File: config.mk
export PLATFORM = sky130hd
export DESIGN_NAME = fifo_read_master_flat
export DESIGN_NICKNAME = d
export VERILOG_FILES = /design/src/rtl/fifo_rd_pkg.sv /design/src/rtl/fifo_read_master_if.sv /design/src/rtl/fifo_rd_skid.sv /design/src/rtl/fifo_read_master.sv /design/src/flat_wrapper.sv
export SDC_FILE = /design/constraint.sdc
export NUM_CORES = 1
export LEC_CHECK = 0
export BUFFER_PORTS_ARGS = -buffer_cell sky130_fd_sc_hd__buf_2
export CAP_MARGIN = 20
export CORE_MARGIN = 2
export CORE_UTILIZATION = 55
export CTS_BUF_LIST = sky130_fd_sc_hd__clkbuf_4
export DETAILED_ROUTE_END_ITERATION = 10
export PLACE_DENSITY = 0.87
export SYNTH_ARGS = -nofsm -noshare
export SYNTH_HDL_FRONTEND = slang
export SYNTH_SLANG_ARGS = --single-unit
File: constraint.sdc
create_clock -name RCLK -period 3.3 [get_ports RCLK]
set_input_delay 0.165 -clock RCLK [delete_from_list [all_inputs] [get_ports RCLK]]
set_output_delay 0.165 -clock RCLK [all_outputs]
set_load 0.1 [all_outputs]
File: src/rtl/fifo_rd_pkg.sv
// Shared types for the async-FIFO read master: FSM states, buffer entry layout
// and default widths.
package fifo_rd_pkg;

  localparam int RD_WIDTH = 8;
  localparam int RD_LEN_W = 8;

  typedef enum logic [1:0] {
    IDLE  = 2'd0,
    READ  = 2'd1,
    FLUSH = 2'd2,
    DONE  = 2'd3
  } rd_state_t;

  typedef struct packed {
    logic [RD_WIDTH-1:0] data;
    logic                last;
  } rd_entry_t;

endpackage

File: src/rtl/fifo_read_master_if.sv
// Bundles the FIFO read port, the burst command channel and the output stream
// of the read master.
interface fifo_read_master_if #(
  parameter int WIDTH = 8,
  parameter int LEN_W = 8
);

  logic             REMPTY;
  logic [WIDTH-1:0] RDATA;
  logic             RINC;

  logic             CMD_VALID;
  logic             CMD_READY;
  logic [LEN_W-1:0] CMD_LEN;

  logic             OUT_VALID;
  logic             OUT_READY;
  logic [WIDTH-1:0] OUT_DATA;
  logic             OUT_LAST;

  logic             DONE;
  logic [LEN_W-1:0] RD_COUNT;

  modport master (
    input  REMPTY, RDATA, CMD_VALID, CMD_LEN, OUT_READY,
    output RINC, CMD_READY, OUT_VALID, OUT_DATA, OUT_LAST, DONE, RD_COUNT
  );

  modport slave (
    output REMPTY, RDATA, CMD_VALID, CMD_LEN, OUT_READY,
    input  RINC, CMD_READY, OUT_VALID, OUT_DATA, OUT_LAST, DONE, RD_COUNT
  );

endinterface

File: src/rtl/fifo_rd_skid.sv
// Two-entry output buffer between the FIFO pop and the downstream stream.
// Head entry is always presented; push and pop may happen in the same cycle.
module fifo_rd_skid
  import fifo_rd_pkg::*;
#(
  parameter type entry_t = rd_entry_t
) (
  input  logic       RCLK,
  input  logic       RRST,
  input  logic       push,
  input  entry_t     push_entry,
  input  logic       pop,
  output entry_t     head_entry,
  output logic [1:0] occupancy
);

  entry_t     head_q;
  entry_t     tail_q;
  logic [1:0] count_q;
  logic       do_pop;

  assign do_pop     = pop && (count_q != 2'd0);
  assign head_entry = head_q;
  assign occupancy  = count_q;

  // NOTE: state registers use non-blocking assignments so every flop samples
  // the pre-edge values, independent of statement order.
  always_ff @(posedge RCLK) begin
    if (RRST) begin
      head_q  <= '0;
      count_q <= 2'd0;
    end else begin
      unique case ({push, do_pop})
        2'b10: begin
          if (count_q == 2'd0) head_q <= push_entry;
          count_q <= count_q + 2'd1;
        end
        2'b01: begin
          if (count_q == 2'd2) head_q <= tail_q;
          count_q <= count_q - 2'd1;
        end
        2'b11: begin
          head_q <= (count_q == 2'd2) ? tail_q : push_entry;
        end
        default: ;
      endcase
    end
  end

  // NOTE: the tail is only meaningful while count_q says so, so it carries no
  // reset and stays a plain enable flop.
  always_ff @(posedge RCLK) begin
    if ((push && !do_pop && count_q == 2'd1) || (push && do_pop && count_q == 2'd2))
      tail_q <= push_entry;
  end

endmodule

File: src/rtl/fifo_read_master.sv
// Read-side burst master: pops CMD_LEN words from the async FIFO and streams
// them out with a last marker, then pulses DONE.
module fifo_read_master
  import fifo_rd_pkg::*;
#(
  parameter int WIDTH = RD_WIDTH,
  parameter int LEN_W = RD_LEN_W
) (
  input logic RCLK,
  input logic RRST,
  fifo_read_master_if.master bus
);

  rd_state_t        state_q, state_d;
  logic [LEN_W-1:0] remaining_q;
  logic [LEN_W-1:0] rd_count_q;

  rd_entry_t        head;
  rd_entry_t        push_entry;
  logic [1:0]       occ;
  logic [WIDTH-1:0] out_data;

  logic cmd_ready, rinc, done, accept, out_valid, out_pop, last_pop;

  assign accept     = bus.CMD_VALID && cmd_ready;
  assign out_valid  = (occ != 2'd0);
  assign out_pop    = out_valid && bus.OUT_READY;
  assign last_pop   = rinc && (remaining_q == LEN_W'(1));
  assign push_entry = '{data: bus.RDATA, last: (remaining_q == LEN_W'(1))};

  always_ff @(posedge RCLK) begin
    if (RRST) state_q <= IDLE;
    else      state_q <= state_d;
  end

  // NOTE: every signal assigned in a combinational block gets a default first,
  // so no path through the case can leave it unassigned and infer a latch.
  always_comb begin
    state_d = state_q;
    unique case (state_q)
      IDLE:    if (accept) state_d = (bus.CMD_LEN == '0) ? DONE : READ;
      READ:    if (last_pop) state_d = FLUSH;
      FLUSH:   if (out_pop && head.last) state_d = DONE;
      DONE:    state_d = IDLE;
      default: state_d = IDLE;
    endcase
  end

  // Pops depend only on registered occupancy, never on OUT_READY.
  always_comb begin
    cmd_ready = 1'b0;
    rinc      = 1'b0;
    done      = 1'b0;
    unique case (state_q)
      IDLE:    cmd_ready = !RRST;
      READ:    rinc = !RRST && !bus.REMPTY && (remaining_q != '0) && (occ < 2'd2);
      DONE:    done = 1'b1;
      default: ;
    endcase
  end

  always_ff @(posedge RCLK) begin
    if (RRST) begin
      remaining_q <= '0;
      rd_count_q  <= '0;
    end else if (accept) begin
      remaining_q <= bus.CMD_LEN;
      rd_count_q  <= '0;
    end else if (rinc) begin
      remaining_q <= remaining_q - LEN_W'(1);
      rd_count_q  <= rd_count_q + LEN_W'(1);
    end
  end

  fifo_rd_skid #(
    .entry_t (rd_entry_t)
  ) u_skid (
    .RCLK       (RCLK),
    .RRST       (RRST),
    .push       (rinc),
    .push_entry (push_entry),
    .pop        (out_pop),
    .head_entry (head),
    .occupancy  (occ)
  );

  assign out_data      = head.data;
  assign bus.RINC      = rinc;
  assign bus.CMD_READY = cmd_ready;
  assign bus.OUT_VALID = out_valid;
  assign bus.OUT_DATA  = out_data;
  assign bus.OUT_LAST  = head.last;
  assign bus.DONE      = done;
  assign bus.RD_COUNT  = rd_count_q;

endmodule

File: src/flat_wrapper.sv
// flat-port wrapper written by rule: the top's interface ports become plain ports
module fifo_read_master_flat import fifo_rd_pkg::*;
#(
  parameter int WIDTH = RD_WIDTH,
  parameter int LEN_W = RD_LEN_W
)
  (RCLK, RRST, bus_REMPTY, bus_RDATA, bus_CMD_VALID, bus_CMD_LEN, bus_OUT_READY, bus_RINC, bus_CMD_READY, bus_OUT_VALID, bus_OUT_DATA, bus_OUT_LAST, bus_DONE, bus_RD_COUNT);
  fifo_read_master_if #(.WIDTH(WIDTH), .LEN_W(LEN_W)) bus_i ();
  input logic RCLK;
  input logic RRST;
  input wire logic [$bits(bus_i.REMPTY)-1:0] bus_REMPTY;
  input wire logic [$bits(bus_i.RDATA)-1:0] bus_RDATA;
  input wire logic [$bits(bus_i.CMD_VALID)-1:0] bus_CMD_VALID;
  input wire logic [$bits(bus_i.CMD_LEN)-1:0] bus_CMD_LEN;
  input wire logic [$bits(bus_i.OUT_READY)-1:0] bus_OUT_READY;
  output wire logic [$bits(bus_i.RINC)-1:0] bus_RINC;
  output wire logic [$bits(bus_i.CMD_READY)-1:0] bus_CMD_READY;
  output wire logic [$bits(bus_i.OUT_VALID)-1:0] bus_OUT_VALID;
  output wire logic [$bits(bus_i.OUT_DATA)-1:0] bus_OUT_DATA;
  output wire logic [$bits(bus_i.OUT_LAST)-1:0] bus_OUT_LAST;
  output wire logic [$bits(bus_i.DONE)-1:0] bus_DONE;
  output wire logic [$bits(bus_i.RD_COUNT)-1:0] bus_RD_COUNT;
  assign bus_i.REMPTY = bus_REMPTY;
  assign bus_i.RDATA = bus_RDATA;
  assign bus_i.CMD_VALID = bus_CMD_VALID;
  assign bus_i.CMD_LEN = bus_CMD_LEN;
  assign bus_i.OUT_READY = bus_OUT_READY;
  assign bus_RINC = bus_i.RINC;
  assign bus_CMD_READY = bus_i.CMD_READY;
  assign bus_OUT_VALID = bus_i.OUT_VALID;
  assign bus_OUT_DATA = bus_i.OUT_DATA;
  assign bus_OUT_LAST = bus_i.OUT_LAST;
  assign bus_DONE = bus_i.DONE;
  assign bus_RD_COUNT = bus_i.RD_COUNT;
  fifo_read_master #(.WIDTH(WIDTH), .LEN_W(LEN_W)) u_core (.RCLK(RCLK), .RRST(RRST), .bus(bus_i));
endmodule
==> results list <==
- Number of nets produced by synthesis: between 200 and 300
- Across the routed clock network, the largest skew measured is between 0.01 and 0.015 ns.
- Net switching is between 40% and 50% of the power.
- I/O pins: between 40 and 50
* Setup-violating endpoint count in the final report: 0
* Final Max Slew Viols: 0
- CORE AREA: between 3000 and 4000 um2
* Fraction of power consumed by the clock network: ~19%
- Startpoint type of the worst setup path: register
- Fill cell total of the finished layout: slightly below 300
* CTS tree: yes
- Sequential share of power: about 30%
* Die Span X: ~67 um
- Combined buffer and inverter count along the critical path: 2
- Run status: completed
* First-pass DRT Iterations: 5
- Maximum clock path buffer count: 2
- Of all nets on the critical path, the largest fanout is 18.
- The most used flip-flop cell after synthesis is sky130_fd_sc_hd__dfxtp_1.
- For this run, the total global-route usage over all layers was measured as about a quarter.
- Residual DRC: 0
- The setup path with the least slack is of type register to register.
* Vias in the first global route: around 1,700
- After synthesis, the mean cell area works out to around 9.6 um2.
* Kind of capture point of the worst setup path: register
* Worst path required time: roughly 3.6 ns
* CP Cell Sequence: inv_1 > ha_2 > or3b_2 > o21ai_1 > clkinvlp_4 > ha_4 > a221oi_4 > nor2_1 > a211oi_1
* Max-Cap Viols: 0
- At the pin with the least slew margin, the transition time is approximately 0.76 ns.
- Relative to the synthesized area, the layout overhead comes to 19.1%.
* Wire length of the first global-routing pass: roughly 7900 um
- The repair_antennas step left the layout with diodes totalling 0.
- H-tree depth reported by CTS: 2
- For this run, the post-layout net count is 307.
- Using the TritonRoute via totals, the vias-per-cell ratio works out to 5.93.
* Worst-Skew Late Latency: 0.38 ns
- For this block, the initial DRC count from the detailed router was 238.
* Period minus WS final: 3.06 ns
* Number of vias in the routed layout: about 1,900
- Clock-pin slew was measured on the worst setup and hold paths at roughly 0.12 ns.
* Number of flip-flops and latches in the synthesized netlist: 38
- Final setup TNS: 0 ns
- Min setup slack post-route: approximately 0.24 ns
- STA puts the critical path data arrival time at 3.35 ns.
- The tree is rooted in a sky130_fd_sc_hd__clkbuf_4.
- Areal power density over the cells: 799 nW/um2
* Highest clock frequency the design can meet: ~330 MHz
- Yosys mapped a number of flops with a built-in enable equal to 9.
- Setup repair after global routing missed its margin: false
- IR analysis of the VDD net gives a maximum drop of roughly 0.47 mV.
- Initial antenna violation count: 0
- Routed wire length: 4960 um
- Post-DRT Antenna Nets: 0
* Largest delay share family, worst path: compound AO/OA/AOI/OAI gates
- Pin count of the biggest net entering global routing: 28
- Combinational group share of total power: roughly 51%
* Remaining Overflow, GRT: 0
- Die Outline Area: around 4500 um2
* Share of synthesized area occupied by flip-flops and latches: 39.2%
- Placer congestion estimate: 0.869
- Lkg Pwr: just under 1 nW
- For this run, the number of Yosys warnings is 0.
* Clock tree sinks: 38
- Endpoints failing hold: 0
- Ratio of cells with drive above 1 in the final layout: approximately a quarter
- Synth Instances: between 200 and 250
* Remaining max-slew budget at the tightest pin: approximately 49%
- Internal Pwr Total: about 1.1 mW
* Period utilization: between 90% and 100%
- Proportion of register bits with asynchronous set or reset after synthesis: 0%
- Std cell rows: 22
* Wire per inst: roughly 15 um
* Detail Placement HPWL: approximately 3400 um
* Number of different library cells in the post-synthesis netlist: 47
* Switching component of the power: ~1 mW
* Standard cell with the maximum stage delay on the critical path: sky130_fd_sc_hd__a221oi_4
* Effective utilization at floorplan: 58.4%
- In this run the tool buffered the top-level ports with 41 buffer cells.
- Synthesized cell area: about 2200 um2
- Longest individual stage delay on the worst path: about 0.65 ns
- Setup WS pre-CTS: around 0.27 ns
* Number of buffers added by the clock tree synthesis step: 5
- The die is between 60 and 70 um tall.
- The worst hold path belongs to the class primary input to register.
## timing repair
action / CTS / global route
endpoints found under the hold margin: 6 / 0
buffers inserted: 0 / 0
gates resized for setup: 0 / 0
hold buffers: 6 / 0
## power groups by stage
stage                     clock network [mW]  logic, mW  registers [mW]
final                                  0.400       1.05           0.614
after global placement                     0       1.01           0.620
after global routing                   0.421       1.12           0.624
after detailed placement                   0       1.04           0.622
after CTS                              0.403       1.05           0.612
after floorplan                            0      0.576           0.919
## through the flow
step	util, %	power [mW]	cells	hold WS [ns]	cell area (um2)
6_report	69.6	2.07	320	0.00511	2590
3_3_place_gp	65.3	1.63	306	0.378	2420
4_1_cts	69.6	2.07	320	0.00339	2590
5_1_grt	69.6	2.16	320	0.00449	2590
2_1_floorplan	-	1.49	227	0.264	2200
3_5_place_dp	65.3	1.67	306	0.379	2420
## cell type report
type / count / area [um2] / area share (%)
timing repair buffer: 50 / 288 / 11.1
tap: 48 / 60.1 / 2.32
sequential: 38 / 851 / 32.9
clock buffer: 5 / 37.5 / 1.45
clock inverter: 3 / 63.8 / 2.47
inverter: 13 / 52.6 / 2.03
multi-input combinational: 163 / 1230 / 47.7
## cells by family (layout without fill, tap and decap cells)
logic type	after synthesis	count (layout)	share of synthesized area (%)
and+or+nand+nor	77	77	19.3
AOI/OAI and AO/OA	60	60	23.1
DFF	38	38	39.2
buffers and inverters	26	71	5.19
adders and majority gates	15	15	8.65
xor gates and xnor gates	10	10	4.03
muxes	1	1	0.519
## final timing paths
check	from	end	slack [ns]	depth (start not counted)
worst max register to register	u_core.remaining_q[0]	u_core.u_skid.head_entry[4]	0.24	9
worst min-delay path	bus_RDATA[6]	u_core.u_skid.tail_q[7]	0.005	1
worst max-delay path	u_core.remaining_q[0]	u_core.u_skid.head_entry[4]	0.24	9
worst min register to register	u_core.bus.RD_COUNT[7]	u_core.bus.RD_COUNT[7]	0.49	2
## placed cells by master, fill, tap and decap left out, types with 4 or more instances in the layout
| master | Yosys | layout |
|---|---|---|
| sky130_fd_sc_hd__a211oi_1 | 15 | 15 |
| sky130_fd_sc_hd__a21oi_1 | 7 | 7 |
| sky130_fd_sc_hd__a222oi_1 | 7 | 7 |
| sky130_fd_sc_hd__and2_1 | 7 | 7 |
| sky130_fd_sc_hd__buf_2 | 3 | 41 |
| sky130_fd_sc_hd__clkbuf_4 | 0 | 5 |
| sky130_fd_sc_hd__dfxtp_1 | 29 | 29 |
| sky130_fd_sc_hd__dlygate4sd3_1 | 0 | 6 |
| sky130_fd_sc_hd__edfxtp_1 | 9 | 9 |
| sky130_fd_sc_hd__ha_1 | 15 | 13 |
| sky130_fd_sc_hd__inv_1 | 12 | 11 |
| sky130_fd_sc_hd__nand2_1 | 14 | 14 |
| sky130_fd_sc_hd__nor2_1 | 27 | 27 |
| sky130_fd_sc_hd__o21ai_0 | 4 | 4 |
| sky130_fd_sc_hd__o2bb2ai_1 | 7 | 7 |
| sky130_fd_sc_hd__or3_1 | 4 | 4 |
| sky130_fd_sc_hd__or4_1 | 5 | 5 |
| sky130_fd_sc_hd__xnor2_1 | 7 | 7 |
## synthesized netlist by cell type, types with 4 or more instances
cell type | instances | area, um2
sky130_fd_sc_hd__xnor2_1 | 7 | 61.3
sky130_fd_sc_hd__nor2_1 | 27 | 101
sky130_fd_sc_hd__edfxtp_1 | 9 | 270
sky130_fd_sc_hd__inv_1 | 12 | 45.0
sky130_fd_sc_hd__or4_1 | 5 | 37.5
sky130_fd_sc_hd__a222oi_1 | 7 | 70.1
sky130_fd_sc_hd__a211oi_1 | 15 | 113
sky130_fd_sc_hd__o21ai_0 | 4 | 20.0
sky130_fd_sc_hd__o2bb2ai_1 | 7 | 61.3
sky130_fd_sc_hd__clkbuf_1 | 7 | 26.3
sky130_fd_sc_hd__or3_1 | 4 | 25.0
sky130_fd_sc_hd__a21oi_1 | 7 | 35.0
sky130_fd_sc_hd__and2_1 | 7 | 43.8
sky130_fd_sc_hd__dfxtp_1 | 29 | 581
sky130_fd_sc_hd__nand2_1 | 14 | 52.6
sky130_fd_sc_hd__ha_1 | 15 | 188
## registers in the layout (all words and copies together) (netlist names)
name	flops
u_core.state_q	2
u_core.u_skid.occupancy	2
u_core.remaining_q	8
u_core.bus.RD_COUNT	8
u_core.u_skid.head_entry	9
u_core.u_skid.tail_q	9
## metal layers
metal | share of wire [%] | vias up | GRT usage, %
met5 | 0 | - | 0
met4 | 2.5 | 0 | 9.18
met3 | 6.5 | 14 | 7.09
met2 | 47 | 61 | 38.0
met1 | 44 | 884 | 29.6
li1 | - | 940 | -
Power figures use the tool's default switching activity.
